[config.mk]
export PLATFORM = sky130hd
export DESIGN_NAME = iq_cordic_flat
export DESIGN_NICKNAME = d
export VERILOG_FILES = /design/src/rtl/iq_cordic_if.sv /design/src/rtl/iq_cordic.sv /design/src/flat_wrapper.sv
export SDC_FILE = /design/constraint.sdc
export NUM_CORES = 1
export LEC_CHECK = 0
export CAP_MARGIN = 20
export CORE_MARGIN = 4
export CORE_UTILIZATION = 55
export DETAILED_ROUTE_END_ITERATION = 16
export PLACE_DENSITY = 0.82
export SLEW_MARGIN = 10
export SYNTH_ARGS = -nofsm -noshare
export SYNTH_HDL_FRONTEND = slang
export SYNTH_SLANG_ARGS = --single-unit
[constraint.sdc]
create_clock -name clock -period 6.1 [get_ports clock]
set_input_delay 0.915 -clock clock [delete_from_list [all_inputs] [get_ports clock]]
set_output_delay 0.915 -clock clock [all_outputs]
set_load 0.01 [all_outputs]
[src/rtl/iq_cordic_if.sv]
// iq_cordic_if: analytic-sample input and polar-result output bundle for iq_cordic
interface iq_cordic_if;
    logic               in_valid;
    logic signed [12:0] Re;
    logic signed [12:0] Im;
    logic               busy;
    logic [13:0]        mag;
    logic [15:0]        phase;
    logic               out_valid;
    logic               overrun;
    modport master(output in_valid, Re, Im, input busy, mag, phase, out_valid, overrun);
    modport slave(input in_valid, Re, Im, output busy, mag, phase, out_valid, overrun);
endinterface

[src/rtl/iq_cordic.sv]
// iq_cordic: iterative vectoring CORDIC turning (Re, Im) into uncompensated magnitude and phase
module iq_cordic #(
    parameter int ITER = 12
) (
    input logic        clock,
    input logic        reset,
    iq_cordic_if.slave s
);
    typedef enum logic {IDLE, ROT} state_t;
    localparam logic [15:0] ATAN [12] = '{16'd8192, 16'd4836, 16'd2555, 16'd1297, 16'd651, 16'd326,
                                          16'd163, 16'd81, 16'd41, 16'd20, 16'd10, 16'd5};
    state_t             state, state_n;
    logic [3:0]         i;
    logic signed [15:0] x, y, xs, ys, xn, yn, re_x, im_x;
    logic [15:0]        z, zn;
    logic               zero, accept, last;
    assign re_x   = {{3{s.Re[12]}}, s.Re};
    assign im_x   = {{3{s.Im[12]}}, s.Im};
    assign accept = state == IDLE && s.in_valid;
    assign last   = state == ROT && i == 4'(ITER - 1);
    assign xs     = x >>> i;
    assign ys     = y >>> i;
    assign xn     = y[15] ? x - ys : x + ys;
    assign yn     = y[15] ? y + xs : y - xs;
    assign zn     = y[15] ? z - ATAN[i] : z + ATAN[i];
    assign s.busy = state == ROT;
    always_comb begin
        state_n = state;
        if (accept) state_n = ROT;
        else if (last) state_n = IDLE;
    end
    always_ff @(posedge clock) state <= !reset ? IDLE : state_n;
    // Left-half inputs are pre-rotated by pi so the iterations only need to cover +-pi/2
    always_ff @(posedge clock) begin
        if (!reset) begin
            s.mag       <= '0;
            s.phase     <= '0;
            s.out_valid <= 1'b0;
            s.overrun   <= 1'b0;
        end else begin
            s.out_valid <= last;
            if (state == ROT && s.in_valid) s.overrun <= 1'b1;
            if (accept) begin
                x    <= s.Re[12] ? -re_x : re_x;
                y    <= s.Re[12] ? -im_x : im_x;
                z    <= {s.Re[12], 15'd0};
                i    <= '0;
                zero <= s.Re == '0 && s.Im == '0;
            end else if (state == ROT) begin
                x <= xn;
                y <= yn;
                z <= zn;
                i <= last ? i : i + 4'd1;
            end
            if (last) begin
                s.mag   <= zero ? '0 : xn[13:0];
                s.phase <= zero ? '0 : zn;
            end
        end
    end
endmodule
[src/flat_wrapper.sv]
// flat-port wrapper written by rule: the top's interface ports become plain ports
module iq_cordic_flat 
#(
    parameter int ITER = 12
)
  (clock, reset, s_in_valid, s_Re, s_Im, s_busy, s_mag, s_phase, s_out_valid, s_overrun);
  iq_cordic_if s_i ();
  input logic clock;
  input logic reset;
  input wire logic [$bits(s_i.in_valid)-1:0] s_in_valid;
  input wire logic [$bits(s_i.Re)-1:0] s_Re;
  input wire logic [$bits(s_i.Im)-1:0] s_Im;
  output wire logic [$bits(s_i.busy)-1:0] s_busy;
  output wire logic [$bits(s_i.mag)-1:0] s_mag;
  output wire logic [$bits(s_i.phase)-1:0] s_phase;
  output wire logic [$bits(s_i.out_valid)-1:0] s_out_valid;
  output wire logic [$bits(s_i.overrun)-1:0] s_overrun;
  assign s_i.in_valid = s_in_valid;
  assign s_i.Re = s_Re;
  assign s_i.Im = s_Im;
  assign s_busy = s_i.busy;
  assign s_mag = s_i.mag;
  assign s_phase = s_i.phase;
  assign s_out_valid = s_i.out_valid;
  assign s_overrun = s_i.overrun;
  iq_cordic #(.ITER(ITER)) u_core (.clock(clock), .reset(reset), .s(s_i));
endmodule
Word-level counts from Yosys, hierarchy flattened. Memory sizes are Yosys's and may differ from the RTL's. Cells that the tools add are included.

Add/subtract/negate cells: 9. Mux-type cells: 19. Order comparisons: 1. Equal/unequal tests: 2. Shift operators: 2. Reductions and logical operators: 11. Bitwise gates (word level): 2.

Operators by type and width (count): two-way mux 16 bit (14); adder 16 bit (3); subtractor 16 bit (3); negation 13 -> 16 bit (2); >>> shifter 16 x 4 -> 16 bit (2); zero test 13 bit (2); two-way mux 14 bit (1); two-way mux 4 bit (2); >= comparator 5 bit, second input constant (1); inverter 4 -> 5 bit (1); adder 4 x 1 -> 4 bit, second input constant (1); == test 4 bit, second input constant (1); logical AND 1 bit (4); AND reduction 2 bit (2); nonzero test 2 bit (2); AND reduction 3 bit (1); two-way mux 1 bit (2); inequality test 2 x 1 -> 1 bit, second input constant (1); inverter 1 bit (1).

Memories kept: 1. Register bits: 86. Bits in read-only memories: 256. Logic and storage cells: 58. Input bits: 29. Output and inout bits: 33.

Memories: (name not given) (depth 16, bits a word 16, rd ports 1, clocked after memory_dff 0, wr ports 0, RTL line iq_cordic.sv:25) `assign zn = y[15] ? z - ATAN[i] : z + ATAN[i];`.

Logic depth before layout (Yosys ltp).
Depth in word-level cells: 8. Depth in mapped cells: 23. Depth with buffers taken out: 20.

Worst setup path after synthesis. No wires, ideal clock.

Path type: reg2reg. From: register u_core.i[0]. To: register u_core.x[15], data pin. Setup slack: 1.436 ns. Data required time: 5.952 ns. Clock period less this slack: 4.664 ns. Stages on the path, launching flop included: 20. Path buffers: 3. Data arrival time: 4.516 ns. Path through: edfxtp_1 -> buf_6 -> buf_12 -> buf_6 -> clkinv_1 -> mux2i_1 -> mux4_2 -> nor3_1 -> and3b_1 -> nor3_1 -> a21o_1 -> a22o_1 -> ha_1 -> nor4_1 -> nor3b_1 -> o31ai_1 -> o41ai_1 -> o21ai_0 -> nand2b_1 -> mux2i_1.

Cells in the longest elaborated chain, start to end: 5. Elaborated cells on any way between the ends: 6. Those cells by class: 2 x add/sub; 1 x shift; 3 x mux.

Ends and longest elaborated chain: start, declared (RTL line iq_cordic.sv:13) `logic [3:0] i;`; start signal, assigned (RTL line iq_cordic.sv:53) `i <= last ? i : i + 4'd1;`; >>> shifter 16 x 4 -> 16 bit (*) (RTL line iq_cordic.sv:22) `assign ys = y >>> i;`; adder 16 bit / subtractor 16 bit (equally long branches) (RTL line iq_cordic.sv:23) `assign xn = y[15] ? x - ys : x + ys;`; two-way mux 16 bit (*) (RTL line iq_cordic.sv:23); two-way mux 16 bit (*) (RTL line iq_cordic.sv:49) `end else if (state == ROT) begin`; two-way mux 16 bit (*) (RTL line iq_cordic.sv:43) `if (accept) begin`; end signal, assigned (RTL line iq_cordic.sv:44) `x <= s.Re[12] ? -re_x : re_x;`; end signal, assigned (RTL line iq_cordic.sv:50) `x <= xn;`; end, declared (RTL line iq_cordic.sv:14) `logic signed [15:0] x, y, xs, ys, xn, yn, re_x, im_x;`.

Mark *: on every way between the ends. The rest lies on a longest branch, timed or not. The select of a mux whose other input is x is not followed. A chain may end at the register's enable or synchronous reset.

Worst setup path after layout.
From: register u_core.i[2]. To: register u_core.x[15], data pin.

The elaborated chain is that of the path after synthesis.

==> results.sh <==
export IMPL_status="complete, no violations"
export IMPL_synth_top_area_share_pct=18.2
export IMPL_first_iter_violations=788
export IMPL_start_kind="register"
export IMPL_synth_simple_gate_area_share_pct=19.0
export IMPL_place_hpwl_mm=17.5
export IMPL_postSynth_asyncResetShare_pct=0
export IMPL_antenna_cells=0
export IMPL_hold_viol=0
export IMPL_grt_pass1_vias=7438
export IMPL_avgSynthCellArea_um2=8.73
export IMPL_die_h_um=134
export IMPL_grtUsageTotal_pct=25.8
export IMPL_synth_compound_area_share_pct=20.3
export IMPL_m1WireLength_mm=10.4
export IMPL_crit_family="simple AND/OR/NAND/NOR gates"
export IMPL_gp_congestion=0.971
export IMPL_synth_flop_cell="edfxtp_1"
export IMPL_seq_area_frac_synth_pct=25.7
export IMPL_p_leak_uw=0.00380
export IMPL_power_density_nw_per_um2=475
export IMPL_synthToLayoutAreaGrowth_pct=11.6
export IMPL_vdd_drop_max_mv=0.318
export IMPL_cts_resized=0
export IMPL_p_switching_uw=2180
export IMPL_skew_ps=12.6
export IMPL_crit_fanout=21
export IMPL_vias=7908
export IMPL_syn_nets=1096
export IMPL_antenna_found_initial=0
export IMPL_rsz0062_at_grt="no"
export IMPL_postCtsHoldBufs=0
export IMPL_slew_headroom_pct=31.7
export IMPL_synthTopCellsByArea="edfxtp_1 18%, ha_1 8.7%, dfxtp_1 7.5%"
export IMPL_worstPathArrival_ps=5430
export IMPL_fin_nets=1127
export IMPL_required_ps=6310
export IMPL_multiInputGateArea_um2=6090
export IMPL_ant_nets=0
export IMPL_grt_max_degree=56
export IMPL_synth_top_family_by_area="compound AO/OA/AOI/OAI gates"
export IMPL_die_width_um=134
export IMPL_min_period_over_period_pct=85.6
export IMPL_dieArea_um2=18000
export IMPL_hold_class="register to register"
export IMPL_yosysUniqueCellTypes=79
export IMPL_cts_reportedPaths_clkPinSlew_ps=70
export IMPL_yosys_warnings=0
export IMPL_grt_ovfl_total=0
export IMPL_startpoint="u_core.i[2]"
export IMPL_wl_met3_mm=1.76
export IMPL_path_class="register to register"
export IMPL_wl_per_cell_um=18.8
export IMPL_drc=0
export IMPL_cts_root_buf="clkbuf_16"
export IMPL_fin_tns_setup_ps=0
export IMPL_synth_fa_ha_area_share_pct=9.40
export IMPL_worst_path_buf_inv=2
export IMPL_synth_commonest_cells="110 x nor2_1, 83 x nand2_1, 74 x a21oi_1"
export IMPL_grt_first_pass_wirelength_mm=37.8
export IMPL_netlist_instances=1003
export IMPL_slowest_stage="edfxtp_1"
export IMPL_wl_met2_mm=10.5
export IMPL_worstSetupEndpointType="register"
export IMPL_firstDrtPassIters=5
export IMPL_clkPwrFrac_pct=12.7
export IMPL_p_sw_share_pct=47.1
export IMPL_synth_edf_count=53
export IMPL_syn_area_um2=8760
export IMPL_regArea_um2=2250
export IMPL_synth_top_area_cell="edfxtp_1"
export IMPL_wirelength_mm=23.5
export IMPL_rows=45
export IMPL_cts_made_buffers=9
export IMPL_p_int_uw=2460
export IMPL_post_cts_setup_buffer_count=0
export IMPL_synth_seq_cells=86
export IMPL_initial_core_util_pct=57.0
export IMPL_drv_cap=0
export IMPL_n_fill_cell=1244
export IMPL_combPwrFrac_pct=65.1
export IMPL_clock_latency_ps=370
export IMPL_finalCriticalPeriod_ps=5220
export IMPL_p_seq_share_pct=22.2
export IMPL_cts_path_max_buffers=2
export IMPL_critPathMaxStageDelay_ps=670
export IMPL_drive_above_1_share_pct=9.24
export IMPL_fin_hold_ws_ps=481
export IMPL_fmax_mhz=192
export IMPL_synthMostInstantiatedCell="nor2_1"
export IMPL_reg2reg_from="u_core.i[2]"
export IMPL_min_from="u_core.s.overrun"
export IMPL_port_buffers=61
export IMPL_crit_chain="buf_4, nor2_1, a221o_1, o32a_1, and2_1, inv_1, ha_1, nor2b_1, nand3_1, xor2_1, nand3_1, o221ai_1, ha_1, nor4_1, nor3b_1, o31ai_1, o41ai_1, o21ai_0, nand2b_1, mux2i_1"
export IMPL_htree_levels=3
export IMPL_via_per_inst=6.33
export IMPL_synth_mux_area_share_pct=12.0
export IMPL_report_final_slew_viol_count=0
export IMPL_synthXorXnorAreaFrac_pct=8.80
export IMPL_pin_count=62
export IMPL_worstMarginPinSlew_ps=1020
export IMPL_core_area_um2=15400
export IMPL_cts_tree="built"
export IMPL_cts_sinks=86
export IMPL_finalSetupViolations=0
export IMPL_routed_top_layer="met4"
-- worst reg2reg max path, delay by kind of cell (launching register included) --
kind	cells	cell delay, ps
buffers and inverters	2	410
flip-flops	1	670
adder cells (fa/ha/maj)	2	420
XOR/XNOR	1	180
multiplexers	1	150
AND/OR/NAND/NOR	8	1770
AO/OA/AOI/OAI	6	1500
-- metrics by stage --
| step | setup WS, ps | power [uW] | area, um2 | utilization (%) | std cells |
|---|---|---|---|---|---|
| detailed placement | 994 | 3970 | 9460 | 61.6 | 1234 |
| floorplan | 1440 | 3250 | 8760 | - | 1003 |
| global placement | 1170 | 3900 | 9460 | 61.6 | 1234 |
| CTS | 946 | 4580 | 9770 | 63.6 | 1250 |
| global route | 516 | 4960 | 9770 | 63.6 | 1250 |
| finish | 880 | 4640 | 9770 | 63.6 | 1250 |
-- final cells by class --
class | count | share of cell area [%]
Clock inverter | 7 | 0.883
Multi-Input combinational cell | 830 | 62.3
Sequential cell | 86 | 23.0
Inverter | 31 | 1.19
Timing Repair Buffer | 76 | 7.53
Clock buffer | 9 | 2.30
Tap cell | 211 | 2.70
-- layout by cell type, fill, tap and decap left out, drive strengths merged, types with 7 or more instances in the layout --
cell type and count:
nor3 35, clkdlybuf4s50 61, and2 24, nor2 110, mux2i 25, a21oi 75, inv 32, xor2 34
o21ai 49, nand2b 12, buf 15, a31oi 12, mux4 31, a22oi 19, a21o 20, and3 11
nor2b 10, or3 10, xnor2 54, o21a 14, dfxtp 33, a211oi 7, clkbuf 9, nand2 84
mux2 8, o31ai 9, nor4 9, ha 61, edfxtp 53, nand3 21
-- routing by layer --
layer / GRT usage (%) / vias up
li1: - / 3776
met1: 36.2 / 3707
met2: 40.1 / 363
met3: 4.13 / 62
met4: 10.0 / 0
met5: 0 / -
-- power groups by stage --
stage	clock, uW	combinational, uW	sequential [uW]
floorplan	0	2300	951
global placement	0	2870	1030
detailed placement	0	2940	1030
CTS	592	2970	1020
global route	614	3310	1040
finish	589	3020	1030
-- sequential cells by signal, summed over array words and instances (netlist names) --
register,cells
u_core.z,16
u_core.s.mag,14
u_core.x,16
u_core.s.overrun,1
u_core.s.out_valid,1
u_core.s.phase,16
u_core.zero,1
u_core.i,4
u_core.y,16
u_core.s.busy,1
-- kinds of logic after synthesis --
family / after synthesis
buffers and inverters: 87
muxes: 64
AOI/OAI and AO/OA: 265
adders and majority gates: 64
DFF: 86
and+or+nand+nor: 349
xor gates and xnor gates: 88
-- path summary, 6_finish.rpt --
path | end | slack, ps | depth (start not counted)
min | u_core.s.overrun | 480 | 2
max reg2reg | u_core.x[15] | 880 | 20
min reg2reg | u_core.s.overrun | 480 | 2
max | u_core.x[15] | 880 | 20
Power figures use the tool's default switching activity.
